===== config.mk =====
export PLATFORM = sky130hd
export DESIGN_NAME = hilo_muldiv
export DESIGN_NICKNAME = d
export VERILOG_FILES = /design/src/rtl/hilo_muldiv.sv
export SDC_FILE = /design/constraint.sdc
export NUM_CORES = 2
export LEC_CHECK = 0
export CAP_MARGIN = 15
export CORE_MARGIN = 1.5
export CORE_UTILIZATION = 60
export DETAILED_ROUTE_END_ITERATION = 12
export GPL_TIMING_DRIVEN = 0
export PLACE_DENSITY_LB_ADDON = 0.3
export SLEW_MARGIN = 40
export SYNTH_ARGS = -nofsm -noshare
export SYNTH_HDL_FRONTEND = slang
export SYNTH_SLANG_ARGS = --single-unit

===== constraint.sdc =====
create_clock -name clk -period 18.67 [get_ports clk]
set_input_delay 2.8005 -clock clk [delete_from_list [all_inputs] [get_ports clk]]
set_output_delay 2.8005 -clock clk [all_outputs]
set_load 0.01 [all_outputs]

===== src/rtl/hilo_muldiv.sv =====
// hilo_muldiv: HI/LO register pair with single-cycle multiply and iterative radix-2 restoring divide
module hilo_muldiv #(
    parameter int WIDTH = 32,
    parameter logic [4:0] MULT_CONTROL  = 5'h18,
    parameter logic [4:0] MULTU_CONTROL = 5'h19,
    parameter logic [4:0] DIV_CONTROL   = 5'h1a,
    parameter logic [4:0] DIVU_CONTROL  = 5'h1b,
    parameter logic [4:0] MTHI_CONTROL  = 5'h1c,
    parameter logic [4:0] MTLO_CONTROL  = 5'h1d
) (
    input  logic             clk,
    input  logic             rst,
    input  logic             en,
    input  logic [4:0]       alucontrol,
    input  logic [WIDTH-1:0] a,
    input  logic [WIDTH-1:0] b,
    input  logic             flush,
    output logic             stall_o,
    output logic [WIDTH-1:0] hi_o,
    output logic [WIDTH-1:0] lo_o
);
    localparam int CW = $clog2(WIDTH);

    typedef enum logic [1:0] {IDLE, RUN, FIX, DONE} state_t;

    state_t           state_q, state_d;
    logic [CW-1:0]    cnt_q, cnt_d;
    logic [WIDTH-1:0] hi_q, hi_d, lo_q, lo_d;
    logic [WIDTH-1:0] rem_q, rem_d, quo_q, quo_d, dvs_q, dvs_d;
    logic             qneg_q, qneg_d, rneg_q, rneg_d;

    logic             is_mul, is_div, sdiv, div_go;
    logic [2*WIDTH-1:0] ae, be, prod;
    logic [WIDTH:0]   trial, diff;

    assign is_mul = alucontrol == MULT_CONTROL || alucontrol == MULTU_CONTROL;
    assign is_div = alucontrol == DIV_CONTROL || alucontrol == DIVU_CONTROL;
    assign sdiv   = alucontrol == DIV_CONTROL;
    assign div_go = en && state_q == IDLE && is_div && b != '0;
    // Sign-extending both operands to 2*WIDTH lets one multiplier serve MULT and MULTU.
    assign ae     = {{WIDTH{alucontrol == MULT_CONTROL && a[WIDTH-1]}}, a};
    assign be     = {{WIDTH{alucontrol == MULT_CONTROL && b[WIDTH-1]}}, b};
    assign prod   = ae * be;
    // Partial remainder shifted left with the next dividend bit; needs one extra bit.
    assign trial  = {rem_q, quo_q[WIDTH-1]};
    assign diff   = trial - {1'b0, dvs_q};
    assign stall_o = div_go || state_q == RUN || state_q == FIX;
    assign hi_o   = hi_q;
    assign lo_o   = lo_q;

    // Next-state logic for the divider FSM, datapath and HI/LO writes; flush overrides everything.
    always_comb begin
        state_d = state_q;
        cnt_d   = cnt_q;
        hi_d    = hi_q;
        lo_d    = lo_q;
        rem_d   = rem_q;
        quo_d   = quo_q;
        dvs_d   = dvs_q;
        qneg_d  = qneg_q;
        rneg_d  = rneg_q;
        case (state_q)
            IDLE: begin
                if (en && is_mul) {hi_d, lo_d} = prod;
                if (en && alucontrol == MTHI_CONTROL) hi_d = a;
                if (en && alucontrol == MTLO_CONTROL) lo_d = a;
                if (div_go) begin
                    state_d = RUN;
                    cnt_d   = '0;
                    rem_d   = '0;
                    quo_d   = sdiv && a[WIDTH-1] ? -a : a;
                    dvs_d   = sdiv && b[WIDTH-1] ? -b : b;
                    qneg_d  = sdiv && (a[WIDTH-1] ^ b[WIDTH-1]);
                    rneg_d  = sdiv && a[WIDTH-1];
                end
            end
            RUN: begin
                rem_d   = diff[WIDTH] ? trial[WIDTH-1:0] : diff[WIDTH-1:0];
                quo_d   = {quo_q[WIDTH-2:0], ~diff[WIDTH]};
                cnt_d   = cnt_q + CW'(1);
                state_d = cnt_q == CW'(WIDTH-1) ? FIX : RUN;
            end
            FIX: begin
                lo_d    = qneg_q ? -quo_q : quo_q;
                hi_d    = rneg_q ? -rem_q : rem_q;
                state_d = DONE;
            end
            default: state_d = IDLE;
        endcase
        if (flush) begin
            state_d = IDLE;
            hi_d    = hi_q;
            lo_d    = lo_q;
        end
    end

    // State and datapath registers with synchronous reset.
    always_ff @(posedge clk) begin
        if (rst) begin
            state_q <= IDLE;
            cnt_q   <= '0;
            hi_q    <= '0;
            lo_q    <= '0;
            rem_q   <= '0;
            quo_q   <= '0;
            dvs_q   <= '0;
            qneg_q  <= 1'b0;
            rneg_q  <= 1'b0;
        end else begin
            state_q <= state_d;
            cnt_q   <= cnt_d;
            hi_q    <= hi_d;
            lo_q    <= lo_d;
            rem_q   <= rem_d;
            quo_q   <= quo_d;
            dvs_q   <= dvs_d;
            qneg_q  <= qneg_d;
            rneg_q  <= rneg_d;
        end
    end
endmodule


==> run metrics <==
First DRT Iteration DRCs 5934; actual slew at the worst max-slew pin ~990 ps; Vias/cell 6.280; number of cell rows 105; CTS tree built; Port Buffers 97; CTS clk-pin slew, worst paths 70 ps; Fill cells roughly 7300; postcts setup bufs 0; via count 44300; Synth area leaders fa_1 45%, inv_1 9.0%, nand2_1 7.4%; top-count cell post-synth inv_1; core outline area 81980 um^2; fin crit share 0.7425; RR Startpoint dvs_q[0]; worst rel slew slack 0.3386; Mapped Nets 7275; drt first pass iters 10; drt drc 0; CP max stage cell fa_2; Chip Height roughly 290 um; Worst setup SP type input pin; final hold vios 0; total I/O pin count 138; ys async rst share 0; Main synth FF type dfxtp_1; critical path class in -> reg; post-route cell area 53050 um^2; Die ar. 84560 um^2; CTS buffer count 17; CTS sink cnt 169; fraction of the yosys area taken by sequential cells 0.06808; CP Buf/Inv Count 11; GRT Overall Usage 0.4761; Slew Viols, Final 0; wire per inst 28.13 um; Synth area leader fa_1; RSZ-0062 raised after global routing false; Post-Route Skew 15.42 ps; Syn Area/Cell 8.532 um^2; Final setup viols 0; Crit path largest cell delay 820 ps; Worst EP required between 15000 and 20000 ps; remaining antenna violation count 0; initial core utilization 0.6062; Remaining Overflow, GRT 0; #FFs+latches synth 169; CP Data Arrival Time 14220 ps; Critical Path Fanout Max 10; pin count of the biggest net entering global routing 25; post-CTS sizing 0; Die W ~290 um; pre-CTS setup slack approximately 4000 ps; Setup TNS 0 ps; max-cap violations 0; CP top delay family adder cells; Max H-tree Level 4; Hold Crit Start lo_o[11]; area delta synth->final 6.737%; Min-Delay Path Class reg -> reg; Root Buffer clkbuf_16; min Tclk post-route 13860 ps; fmax 72.13 MHz; Cells after Synth roughly 5800; Total Wirelength 198400 um; Synth Cell Area 49700 um^2; initial antenna violation count 31; status complete, no violations; Worst-Skew Late Latency between 400 and 500 ps; routability cong. approximately 1.1; synth unique cells 78; clk buf depth 2; commonest cells in the netlist 1195 x inv_1, 1126 x fa_1, 981 x nand2_1; EDFF count, synth 0; origin of the worst setup path alucontrol[2]; setup ws final 4807 ps; HPWL Detailed 161600 um; kind of end point of the critical path flop; vias in the first global route 44740; first-pass GRT wire length 289200 um; share of layout cells above drive strength 1 0.03204; post-synth top area share 0.4536; Nets 7400; Core Util, Final 0.6471; Yosys warning count 0; hold_buf cts 0; Post-DP Area 52330 um^2
==> state kept, by name (all words and copies together) (netlist names) <==
name and flops:
lo_o 32, dvs_q 32, cnt_q 5, state_q 2, rem_q 32, qneg_q 1
rneg_q 1, hi_o 32, quo_q 32
==> worst min-delay path, delay by kind of cell, from the launching register on <==
kind / cells / cell delay (ps)
simple gates: 1 / 50
compound gates: 1 / 50
flops: 1 / 310
==> metal layers <==
metal,GRT usage,vias to the layer above,wire [um]
li1,-,17970,-
met2,0.6844,3334,83200
met3,0.1705,910,29190
met1,0.5934,22060,67900
met5,0,-,245
met4,0.3470,20,17900
==> stage by stage <==
step / hold slack (ps) / std cells
5_1_grt: 486.6 / 7038
2_1_floorplan: 431.9 / 5825
6_report: 459.5 / 7054
3_5_place_dp: 447.3 / 7000
3_3_place_gp: 440.5 / 6992
4_1_cts: 456.8 / 7030
==> worst paths after layout <==
kind / endpoint / slack [ps] / cells past startpoint
max: hi_o[31] / 4810 / 32
min: lo_o[11] / 460 / 2
max reg2reg: rem_q[19] / 13670 / 13
min reg2reg: lo_o[11] / 460 / 2
==> cells by family after synthesis <==
family / after synthesis / share of synthesized area
simple gates: 1765 / 0.1607
buf+inv: 1575 / 0.1198
fa+ha+maj: 1377 / 0.5168
compound gates: 718 / 0.09539
xor+xnor: 210 / 0.03701
flops: 169 / 0.06808
mux: 11 / 0.002216
==> area by class of cell <==
class,count,area (um^2),area share
clock inverters,13,192.7,0.003632
diodes,23,57.56,0.001085
repair buffers,106,1177,0.02220
well taps,1070,1339,0.02524
multi-input cells,4081,40390,0.7614
plain buffers,380,1597,0.03010
clock buffers,17,425.4,0.008020
flip-flops and latches,169,3383,0.06378
inverters,1195,4486,0.08456
==> layout by cell type (no fill, tap or decap), types with 17 or more instances in the layout <==
cell | synthesis | routed
a211oi_1 | 51 | 51
a21o_1 | 49 | 49
a21oi_1 | 182 | 182
a222oi_1 | 29 | 29
and2_1 | 292 | 292
and3_1 | 35 | 35
buf_1 | 62 | 45
buf_2 | 10 | 21
clkbuf_1 | 301 | 217
clkbuf_16 | 0 | 17
clkbuf_2 | 1 | 91
clkdlybuf4s50_1 | 0 | 97
dfxtp_1 | 169 | 169
diode_2 | 0 | 23
fa_1 | 1126 | 1124
ha_1 | 251 | 251
inv_1 | 1195 | 1195
nand2_1 | 981 | 981
nand2b_1 | 17 | 17
nand3_1 | 46 | 46
nand4_1 | 20 | 20
nor2_1 | 236 | 236
nor3_1 | 45 | 44
o211ai_1 | 45 | 45
o21a_1 | 25 | 25
o21ai_0 | 160 | 157
o31ai_1 | 28 | 28
or3_1 | 21 | 21
xnor2_1 | 112 | 112
xor2_1 | 98 | 98
Power is left out: the tool's default activity adds up to more than one toggle a clock period on the data nets, which glitch-free logic cannot reach.
